File: config.mk
export PLATFORM = sky130hd
export DESIGN_NAME = control_sequencer
export DESIGN_NICKNAME = d
export VERILOG_FILES = /design/src/rtl/cpu_ctrl_pkg.sv /design/src/rtl/reg_sel_decoder.sv /design/src/rtl/control_sequencer.sv
export SDC_FILE = /design/constraint.sdc
export NUM_CORES = 1
export LEC_CHECK = 0
export CORE_ASPECT_RATIO = 1.4
export CORE_UTILIZATION = 36
export CTS_CLUSTER_DIAMETER = 50
export DETAILED_ROUTE_END_ITERATION = 16
export GPL_ROUTABILITY_DRIVEN = 0
export PLACE_DENSITY = 0.88
export REMOVE_ABC_BUFFERS = 1
export SYNTH_ARGS = -nofsm -noshare
export SYNTH_HDL_FRONTEND = slang
export SYNTH_SLANG_ARGS = --single-unit
File: constraint.sdc
create_clock -name clk -period 1.8 [get_ports clk]
set_clock_uncertainty 0.1 [all_clocks]
set_input_delay 0.18 -clock clk [delete_from_list [all_inputs] [get_ports clk]]
set_output_delay 0.18 -clock clk [all_outputs]
set_load 0.02 [all_outputs]
File: src/rtl/cpu_ctrl_pkg.sv
// Shared encodings for the control sequencer: states, opcodes, ALU selects and IR field positions.
// Pure declarations; no logic, no latency, no flow control.
package cpu_ctrl_pkg;

  typedef enum logic [2:0] {
    ST_IDLE = 3'd0,
    ST_T0   = 3'd1,
    ST_T1   = 3'd2,
    ST_T2   = 3'd3,
    ST_T3   = 3'd4,
    ST_T4   = 3'd5,
    ST_T5   = 3'd6,
    ST_HALT = 3'd7
  } state_t;

  localparam logic [4:0] OP_ADD  = 5'b00011;
  localparam logic [4:0] OP_SUB  = 5'b00100;
  localparam logic [4:0] OP_AND  = 5'b01001;
  localparam logic [4:0] OP_OR   = 5'b01010;
  localparam logic [4:0] OP_NOP  = 5'b11010;
  localparam logic [4:0] OP_HALT = 5'b11011;

  localparam logic [3:0] ALU_ADD = 4'b0000;
  localparam logic [3:0] ALU_SUB = 4'b0001;
  localparam logic [3:0] ALU_AND = 4'b0110;
  localparam logic [3:0] ALU_OR  = 4'b0111;

  localparam int OPC_MSB = 31;
  localparam int OPC_LSB = 27;
  localparam int RA_MSB  = 26;
  localparam int RA_LSB  = 23;
  localparam int RB_MSB  = 22;
  localparam int RB_LSB  = 19;
  localparam int RC_MSB  = 18;
  localparam int RC_LSB  = 15;

  function automatic logic is_alu_op(input logic [4:0] op);
    return (op == OP_ADD) || (op == OP_SUB) || (op == OP_AND) || (op == OP_OR);
  endfunction

  function automatic logic is_known_op(input logic [4:0] op);
    return is_alu_op(op) || (op == OP_NOP) || (op == OP_HALT);
  endfunction

  function automatic logic [3:0] alu_code(input logic [4:0] op);
    logic [3:0] code;
    code = ALU_ADD;
    case (op)
      OP_SUB:  code = ALU_SUB;
      OP_AND:  code = ALU_AND;
      OP_OR:   code = ALU_OR;
      default: code = ALU_ADD;
    endcase
    return code;
  endfunction

endpackage

File: src/rtl/reg_sel_decoder.sv
// 4-bit register field to 16-bit one-hot enable, all-zero when en is low.
// Purely combinational; no flow control.
module reg_sel_decoder (
  input  logic        en,
  input  logic [3:0]  sel,
  output logic [15:0] onehot
);

  always_comb begin
    onehot = '0;
    if (en) onehot[sel] = 1'b1;
  end

endmodule

File: src/rtl/control_sequencer.sv
// Hardwired fetch/execute sequencer driving datapath strobes; Moore outputs, fetch waits in T1 on mem_rdy.
// Three-cycle execute for ALU ops; nop/halt/undefined opcodes finish in T2.
module control_sequencer
  import cpu_ctrl_pkg::*;
(
  input  logic        clk,
  input  logic        rst_n,
  input  logic        start,
  input  logic        mem_rdy,
  input  logic [31:0] IR,
  output logic        PCout,
  output logic        MARin,
  output logic        IncPC,
  output logic        PCin,
  output logic        Read,
  output logic        MDRin,
  output logic        MDRout,
  output logic        IRin,
  output logic        Yin,
  output logic        Zin,
  output logic        ZLowout,
  output logic [15:0] R_in,
  output logic [15:0] R_out,
  output logic [3:0]  ALUselect,
  output logic        run,
  output logic        illegal,
  output logic [15:0] retired
);

  state_t      state, state_nxt;
  logic [4:0]  opcode;
  logic [3:0]  ra, rb, rc;
  logic        rin_en, rout_en;
  logic [3:0]  rout_sel;
  logic        retire, illegal_set;
  logic        unused_ir_bits;

  assign opcode = IR[OPC_MSB:OPC_LSB];
  assign ra     = IR[RA_MSB:RA_LSB];
  assign rb     = IR[RB_MSB:RB_LSB];
  assign rc     = IR[RC_MSB:RC_LSB];
  assign unused_ir_bits = ^IR[RC_LSB-1:0];

  assign run = (state != ST_IDLE) && (state != ST_HALT);

  always_ff @(posedge clk or negedge rst_n) begin
    if (!rst_n) begin
      state   <= ST_IDLE;
      retired <= '0;
      illegal <= 1'b0;
    end else begin
      state <= state_nxt;
      if (retire)      retired <= retired + 16'd1;
      if (illegal_set) illegal <= 1'b1;
    end
  end

  always_comb begin
    state_nxt   = state;
    PCout       = 1'b0;
    MARin       = 1'b0;
    IncPC       = 1'b0;
    PCin        = 1'b0;
    Read        = 1'b0;
    MDRin       = 1'b0;
    MDRout      = 1'b0;
    IRin        = 1'b0;
    Yin         = 1'b0;
    Zin         = 1'b0;
    ZLowout     = 1'b0;
    ALUselect   = ALU_ADD;
    rin_en      = 1'b0;
    rout_en     = 1'b0;
    rout_sel    = '0;
    retire      = 1'b0;
    illegal_set = 1'b0;
    case (state)
      ST_IDLE: if (start) state_nxt = ST_T0;
      ST_T0: begin
        PCout     = 1'b1;
        MARin     = 1'b1;
        IncPC     = 1'b1;
        Zin       = 1'b1;
        state_nxt = ST_T1;
      end
      // Reloading PC from an unchanged Z while waiting is harmless.
      ST_T1: begin
        ZLowout = 1'b1;
        PCin    = 1'b1;
        Read    = 1'b1;
        MDRin   = mem_rdy;
        if (mem_rdy) state_nxt = ST_T2;
      end
      ST_T2: begin
        MDRout = 1'b1;
        IRin   = 1'b1;
        if (is_alu_op(opcode)) begin
          state_nxt = ST_T3;
        end else if (opcode == OP_HALT) begin
          state_nxt = ST_HALT;
          retire    = 1'b1;
        end else begin
          state_nxt   = ST_T0;
          retire      = (opcode == OP_NOP);
          illegal_set = !is_known_op(opcode);
        end
      end
      ST_T3: begin
        Yin       = 1'b1;
        rout_en   = 1'b1;
        rout_sel  = rb;
        state_nxt = ST_T4;
      end
      ST_T4: begin
        Zin       = 1'b1;
        rout_en   = 1'b1;
        rout_sel  = rc;
        ALUselect = alu_code(opcode);
        state_nxt = ST_T5;
      end
      ST_T5: begin
        ZLowout   = 1'b1;
        rin_en    = 1'b1;
        retire    = 1'b1;
        state_nxt = ST_T0;
      end
      ST_HALT: state_nxt = ST_HALT;
      default: state_nxt = ST_IDLE;
    endcase
  end

  reg_sel_decoder u_rin_dec (
    .en     (rin_en),
    .sel    (ra),
    .onehot (R_in)
  );

  reg_sel_decoder u_rout_dec (
    .en     (rout_en),
    .sel    (rout_sel),
    .onehot (R_out)
  );

endmodule

==> Word level (Yosys, flattened, before mapping) <==
Cells that the tools add are included.
{ "classes": {"mux": 29, "n_lt_le_gt_ge": 4, "n_eq_ne": 16, "reduce_logical": 15, "n_addsub": 1} }
{ "op_table": {"columns": ["operator", "count"], "rows": [
  ["2-to-1 mux 16 bit", 2],
  ["case mux 3 bit (8 select lines)", 1],
  ["adder 16 x 1 -> 16 bit, second input constant", 1],
  ["2-to-1 mux 1 bit", 16],
  ["2-to-1 mux 3 bit", 5],
  ["== test 3 bit, second input constant", 4],
  ["== test 5 x 4 -> 1 bit, second input constant", 2],
  ["== test 5 bit, second input constant", 2],
  ["less-than comparator 4 x 5 -> 1 bit, second input constant", 2],
  ["case mux 3 bit (3 select lines)", 1],
  ["demux 1 bit (select 4 bit)", 2],
  [">= comparator 4 x 1 -> 1 bit, second input constant", 2],
  ["case mux 4 bit (2 select lines)", 1],
  ["== test 3 x 2 -> 1 bit, second input constant", 2],
  ["OR reduction 2 bit", 3],
  ["== test 5 x 2 -> 1 bit, second input constant", 1],
  ["== test 5 x 3 -> 1 bit, second input constant", 1],
  ["logical OR 1 bit", 5],
  ["!= test 2 bit, second input constant", 2],
  ["== test 3 x 1 -> 1 bit, second input constant", 1],
  ["logical AND 1 bit", 3],
  ["logical NOT 3 bit", 1],
  ["!= test 3 bit, second input constant", 1],
  ["nonzero test 3 bit", 1],
  ["3 further kinds", 3]
]} }
{ "word_totals": {"ff_bits": 20, "input_bits": 36} }

==> Logic depth before layout (Yosys ltp) <==
Gate-level depths: netlist of run 1.
{ "depth": {"ltp_word": 10, "mapped_depth": 6} }

==> Hierarchy <==
From an unflattened synthesis of run 1, not the netlist that was laid out.
{ "unflattened": {"hier_cells": 171, "area_unflattened_um2": 1455.1} }
{ "by_module_without_submodules": {"columns": ["mod", "cells_per_inst", "seq_area_each_um2", "instances", "area_per_inst_um2"], "rows": [
  ["control_sequencer", 125, 500.5, 1, 1219.9],
  ["reg_sel_decoder", 23, 0.0, 2, 117.6]
]} }

==> Worst setup path after synthesis of run 1 <==
Ideal clock, no wire load.
{ "synth_timing": {"kind": "register -> output", "from": "register state[0]", "to": "output port ALUselect[2]", "arrival_ns": 1.682, "required_ns": 1.520, "path_stages_with_launch": 6, "path_buffers": 2, "slack_ns": -0.162, "path_cell_list": "dfrtp_1 > buf_6 > nor2b_1 > nand3b_1 > nor2_1 > buf_4"} }
{ "synth_between": {"elab_chain_cells": 2} }
{ "synth_rtl": {"columns": ["element", "line", "source"], "rows": [
  ["start: declaration", "control_sequencer.sv:30", "state_t state, state_nxt;"],
  ["start signal: assignment", "control_sequencer.sv:52", "state <= state_nxt;"],
  ["== test 3 bit", "control_sequencer.sv:77", "case (state)"],
  ["2-to-1 mux 3 bit", "control_sequencer.sv:77", null],
  ["end: declaration", "control_sequencer.sv:24", "output logic [3:0] ALUselect,"]
]} }
Every way passes these cells.

==> Worst setup path in the final report of run 1 <==
{ "layout_timing": {"from": "register state[0]", "to": "output port R_in[4]"} }
{ "layout_between": {"elab_chain_cells": 3} }
{ "layout_rtl": {"columns": ["element", "line", "source"], "rows": [
  ["== test 3 bit", "control_sequencer.sv:77", null],
  ["2-to-1 mux 1 bit", "control_sequencer.sv:77", null],
  ["2-to-1 mux 16 bit", "reg_sel_decoder.sv:11", "if (en) onehot[sel] = 1'b1;"],
  ["end: declaration", "control_sequencer.sv:22", "output logic [15:0] R_in,"]
]} }
Every way passes these cells.

==> results of run 1 <==
## path summary, 6_finish.rpt
kind | endpoint | slack (ns)
worst max-delay path | R_in[4] | -0.28
worst min-delay path | retired[5] | 0.16
worst max register to register | retired[1] | -0.06
worst min register to register | retired[15] | 0.39
max in group asynchronous | state[0] | 1.22
min in group clk | retired[15] | 0.39
## layer usage
| metal | track usage | vias up |
|---|---|---|
| li1 | - | 847 |
| met4 | 0.0756 | 0 |
| met5 | 0 | - |
| met2 | 0.424 | 72 |
| met3 | 0.0333 | 9 |
| met1 | 0.236 | 842 |
## synthesized netlist by cell type (all sizes together), types with 2 or more instances
cell     n
or3      4
and2     3
nand4    5
mux2i    4
xor2     9
nand2b   5
nand3b   2
and4     2
nand2   15
buf     12
nand3    5
nor3     7
a21oi    6
nor2    39
and3     4
o21ai    4
inv      3
nor2b    2
dfrtp   20
and2b    2
xnor2    7
nor4     4
## cell type report
| cell class | instances | area (µm²) |
|---|---|---|
| fillers | 251 | 1060 |
| clock buffers | 3 | 41.3 |
| well taps | 43 | 53.8 |
| multi-input cells | 143 | 1170 |
| inverters | 3 | 11.3 |
| flip-flops and latches | 20 | 502 |
| repair buffers | 127 | 1120 |
## timing repair
item                                    CTS  global route
buffers inserted                          5             5
cloned                                    0             1
pin swaps                                16            14
endpoints found under the setup margin   49            58
gates resized for setup                 264            42
## state kept, by name, indices dropped and copies added (netlist names)
| name | flops |
|---|---|
| state | 3 |
| retired | 16 |
| illegal | 1 |
## worst register-to-register path: cells and delay by family (launching register included)
family,cells,cell delay [ns]
muxes,1,0.32
and+or+nand+nor,1,0.06
buffers and inverters,4,0.54
DFF,1,0.50
AOI/OAI and AO/OA,1,0.23
## logic make-up (layout without fill, tap and decap cells)
logic type | after synthesis | count (layout) | share of synthesized area
muxes | 5 | 5 | 0.0346
adders and majority gates | 1 | 1 | 0.00844
buffers and inverters | 15 | 133 | 0.0650
DFF | 20 | 20 | 0.338
and+or+nand+nor | 103 | 103 | 0.369
xor gates and xnor gates | 16 | 16 | 0.0946
other | 1 | 1 | 0.00253
AOI/OAI and AO/OA | 17 | 17 | 0.0878
## stage by stage
step / worst slack, ns / util
floorplan: -0.213 / -
global placement: -0.455 / 0.642
detailed placement: -0.492 / 0.642
CTS: -0.229 / 0.673
global route: -0.328 / 0.733
finish: -0.284 / 0.733
## power by group through the flow
stage / Clock [µW] / Combinational (µW) / Sequential [µW]
after floorplan: 0 / 623 / 697
after global placement: 0 / 1520 / 608
after detailed placement: 0 / 1550 / 614
after CTS: 290 / 1680 / 619
after global routing: 316 / 2020 / 635
final: 292 / 1900 / 625
==> run summary, run 1 <==
Outcome: finished with violations
Violated checks: negative setup slack
Yosys reg bits: 20
Synth Instances: 178
Area leader, netlist: dfrtp_1
WS Path Type: register to output pin
Worst Setup End Kind: output pin
Yosys cell types: 44
LEAKAGE: 0.00134 µW
Worst min path class: primary input to asynchronous set/reset pin
Min Clock Period, post-route: 2.08 ns
Warnings, synthesis: 0
Synth top area share: 0.338
Placed cell area: 0.00254 mm²
Switching share of power: 0.424
FF-to-FF Start: state[0]
Final hold violations: 0
Synth Area per Inst: 8.32 µm²
Global route overflow: 0
Max Used Layer: met4
Post-DRT Antenna Nets: 0
Met3 WL post-DR: 307 µm
CTS tree: built
Max-slew violations: 0
Worst setup startpoint: state[0]
Post-placement cell count: 326
Clock share of power: 0.103
Fmax: 0.480 GHz
Hold Buf Count CTS: 0
Clock sink count: 20
Met2 WL: 2910 µm
Root Buffer: clkbuf_8
Switch Pwr: 1200 µW
Cell area after layout: 0.00290 mm²
Clk buf depth: 2
Initial drt markers: 44
RSZ-0062 raised after global routing: true
Worst endpoint required time: 1.52 ns
DR vias: 1770
CP top delay family: simple AND/OR/NAND/NOR gates
Worst hold slack: 0.160 ns
Crit-path cells: buf_6 -> nand3b_4 -> or3b_4 -> nor3_2 -> buf_4
Worst path slowest cell: dfrtp_2
Slowest stage delay, CP: 0.50 ns
Most common cell after layout, fill and taps aside: buf_4
H-tree lvl count: 1
Die width: 56.2 µm
Initial antenna violation count: 0
Layout area overhead: 95.4%
Final setup margin: -0.284 ns
Drt via density: 5.22
CTS clock-pin slew for the worst setup and hold paths: 0.07 ns
Setup TNS: -6.09 ns
Final Power: 2820 µW
Total CTS buffers: 3
Synth async-reset ratio: 1.00
Worst path buffer plus inverter count: 2
Core area: 0.00395 mm²
Initial Util: 0.375
P_int: 1620 µW
CP startpoint kind: register
Synth Cell Area: 0.00148 mm²
Combinational share of power: 0.675
Detailed Place HPWL: 3520 µm
Worst Path Arrival: 1.80 ns
Setup violators final: 43
Largest net degree at the start of global routing: 21
First-pass DRT Iterations: 4
Number of port buffers: 84
Top_reg_cell synth: dfrtp_1
EDFF count, synth: 0
Sequential share of the synthesized area: 0.338
Clk_lat worst skew: 0.26 ns
FP Rows: 27
Remaining DRCs: 0
Final net count: 335
Peak VDD IR: 959 µV
Worst-path maximum fanout: 7
Routed wire length: 5190 µm
Tot GR Track Use: 0.219
Final period utilization: 1.16
Global-route wire length before repair: 7710 µm
Most frequent cells in the layout: 56 x buf_4, 37 x clkdlybuf4s50_1, 26 x nor2_1
P per Cell Area: 974 mW/mm²
R2R cell count: 7
Finished Layout Cells: 339
Max cap viols: 0
Fraction of layout cells with a size suffix above 1: 0.500
Levels on crit path: 5
Ports: 101
Post-DR wirelength/cell: 15.3 µm
Antenna cells: 0
DRT met1 WL: 1860 µm
Flop pwr share: 0.222
Die Footprint: 0.00438 mm²
Area contributors post-synth: dfrtp_1 34%, nor2_1 9.9%, xor2_1 5.3%
Die Ht: 77.9 µm
Vias in the first global route: 1727
Power figures use the tool's default switching activity.
==> run 2: changes to the inputs <==
==> constraint.sdc (replaced) <==
create_clock -name clk -period 1.8 [get_ports clk]
set_clock_uncertainty 0.1 [all_clocks]
set_input_delay 0.45 -clock clk [delete_from_list [all_inputs] [get_ports clk]]
set_output_delay 0.45 -clock clk [all_outputs]
set_load 0.02 [all_outputs]
==> run 2 against run 1 <==
  * The flow still finishes with violations (negative setup slack)
  * Register-to-register slack worse by 0.11 ns
  * Highest routed layer unchanged
  * Sequential power shrank 2%
  * Final cell count increased by 6.2%
  * Total power up 29%
  * Non-clock buffer count up 20
  * Worst setup slack worse by 0.47 ns
  * Count of clock-buffer cells in the layout unchanged
  * First-iteration DRC count up 140%
==> run summary, run 2 (synthesis results as in run 1) <==
P_int: 2070 µW (+28%)
DR vias: 2124 (+20%)
Clk_lat worst skew: 0.26 ns (about the same)
Global route overflow: 0 (unchanged)
Total CTS buffers: 3 (unchanged)
Root Buffer: clkbuf_8
Switching share of power: 0.432 (+0.00805)
Tot GR Track Use: 0.290 (+0.0709)
Final period utilization: 1.42 (+0.260)
CTS tree: built
Die width: 56.2 µm (unchanged)
Final Power: 3650 µW (+29%)
RSZ-0062 raised after global routing: true
Worst hold slack: 0.385 ns (+0.225 ns)
Cell area after layout: 0.00333 mm² (+15%)
Worst-path maximum fanout: 3 (-4)
Number of port buffers: 84 (unchanged)
Fillers: 190 (-24%)
Routed wire length: 8310 µm (+60%)
Clock share of power: 0.123 (+0.020)
Ports: 101 (unchanged)
Setup violators final: 57 (+33%)
First-pass DRT Iterations: 4 (unchanged)
LEAKAGE: 0.00160 µW (+19%)
Initial Util: 0.375 (unchanged)
Min Clock Period, post-route: 2.55 ns (+0.468 ns)
Post-DR wirelength/cell: 23.1 µm (+51%)
Largest net degree at the start of global routing: 21 (unchanged)
Drt via density: 5.90 (+13%)
Layout area overhead: 125%
Max cap viols: 0 (unchanged)
Hold Buf Count CTS: 0 (unchanged)
Most common cell after layout, fill and taps aside: buf_4
Worst min path class: register to register
Pre-CTS setup slack: -1.09 ns (-0.602 ns)
Outcome: finished with violations
Die Footprint: 0.00438 mm² (unchanged)
Vias in the first global route: 2051 (+19%)
Setup TNS: -22.51 ns (-16.42 ns)
Worst Path Arrival: 2.00 ns (+0.20 ns)
Global-route wire length before repair: 9940 µm (+29%)
Placed cell area: 0.00257 mm² (+1.2%)
CP startpoint kind: register
Peak VDD IR: 944 µV (-1.6%)
Die Ht: 77.9 µm (unchanged)
CTS clock-pin slew for the worst setup and hold paths: 0.08 ns (about the same)
Fraction of layout cells with a size suffix above 1: 0.606 (+0.106)
WS Path Type: register to output pin
Largest register FFs: 16 (unchanged)
Core area: 0.00395 mm² (unchanged)
Post-DRT Antenna Nets: 0 (unchanged)
H-tree lvl count: 1 (unchanged)
Initial drt markers: 104 (+140%)
Reg with most FFs: retired
Regs by FF count: retired x16, state x3, illegal x1
Worst Setup End Kind: output pin
Combinational share of power: 0.709 (+0.034)
Worst endpoint required time: 1.25 ns (-0.27 ns)
Final hold violations: 0 (unchanged)
Switch Pwr: 1580 µW (+32%)
Fmax: 0.392 GHz (-18%)
Final net count: 355 (+6.0%)
Detailed Place HPWL: 3580 µm (+1.5%)
Clock sink count: 20 (unchanged)
Remaining DRCs: 0 (unchanged)
Flop pwr share: 0.167 (-0.055)
Max-slew violations: 0 (unchanged)
FP Rows: 27 (unchanged)
Clk buf depth: 2 (unchanged)
Antenna cells: 0 (unchanged)
Most frequent cells in the layout: 63 x buf_4, 49 x buf_6, 21 x dlygate4sd2_1
P per Cell Area: 1100 mW/mm² (+13%)
Initial antenna violation count: 0 (unchanged)
Final setup margin: -0.752 ns (-0.468 ns)
Violated checks: negative setup slack
[run 2: changes by cell type in the layout (fill, tap and decap cells not counted), moves of 5 or more]
cell,change
buf_2,-12
buf_6,+33
dlymetal6s2s_1,+5
buf_4,+7
clkdlybuf4s50_1,-30
dlygate4sd2_1,+20
nor2_4,+11
nor2_1,-14
[run 2: repair_timing]
action                     in CTS  in global routing
buffers inserted               18                 11
setup endpoints to repair      79                 59
gates resized for setup       355                 83
pin swaps                      26                 19
[run 2: area by class of cell]
cell class / instances / area [µm²] / area share
repair buffers: 147 / 1380 / 0.415
multi-input cells: 143 / 1310 / 0.393
flip-flops and latches: 20 / 502 / 0.151
well taps: 43 / 53.8 / 0.0162
clock buffers: 3 / 41.3 / 0.0124
clock inverters: 1 / 30.0 / 0.00902
inverters: 3 / 13.8 / 0.00413
[run 2: per-stage QoR]
step                      std cells  utilization
after floorplan                 166            -
after global placement          330        0.650
after detailed placement        330        0.650
after CTS                       352        0.744
after global routing            360        0.843
final                           360        0.843
[run 2: path summary, 6_finish.rpt]
path | startpoint | end | slack (ns) | cells after the start
worst max-delay path | state[0] | R_out[4] | -0.75 | 6
min in group asynchronous | rst_n | retired[14] | 0.43 | 2
worst min register to register | retired[15] | retired[15] | 0.38 | 1
worst min-delay path | retired[15] | retired[15] | 0.38 | 1
max in group asynchronous | rst_n | state[0] | 0.95 | 2
worst max register to register | state[0] | retired[10] | -0.17 | 9
[run 2: critical path: stages, from the launching register on]
cell,delay (ns)
dfrtp_2,0.45
buf_12,0.15
mux2i_4,0.29
a21oi_2,0.10
or3_4,0.39
nor3_4,0.20
buf_6,0.15
[run 2: power by group through the flow]
stage / registers [µW] / logic (µW) / clock network, µW
CTS: 594 / 2000 / 454
floorplan: 697 / 623 / 0
global route: 617 / 2650 / 472
detailed placement: 607 / 1560 / 0
global placement: 604 / 1530 / 0
finish: 611 / 2590 / 451
[run 2: per-layer routing]
layer / GRT usage / share of wire / up-vias
li1: - / - / 885
met1: 0.278 / 0.34 / 1040
met2: 0.565 / 0.53 / 154
met3: 0.0417 / 0.067 / 45
met4: 0.173 / 0.068 / 0
met5: 0 / 0 / -
==> run 3: changes to the inputs <==
CAP_MARGIN = 20   (was unset)
==> results of run 3 <==
Same layout as run 2: the final DEF is identical, and so are final timing and power.
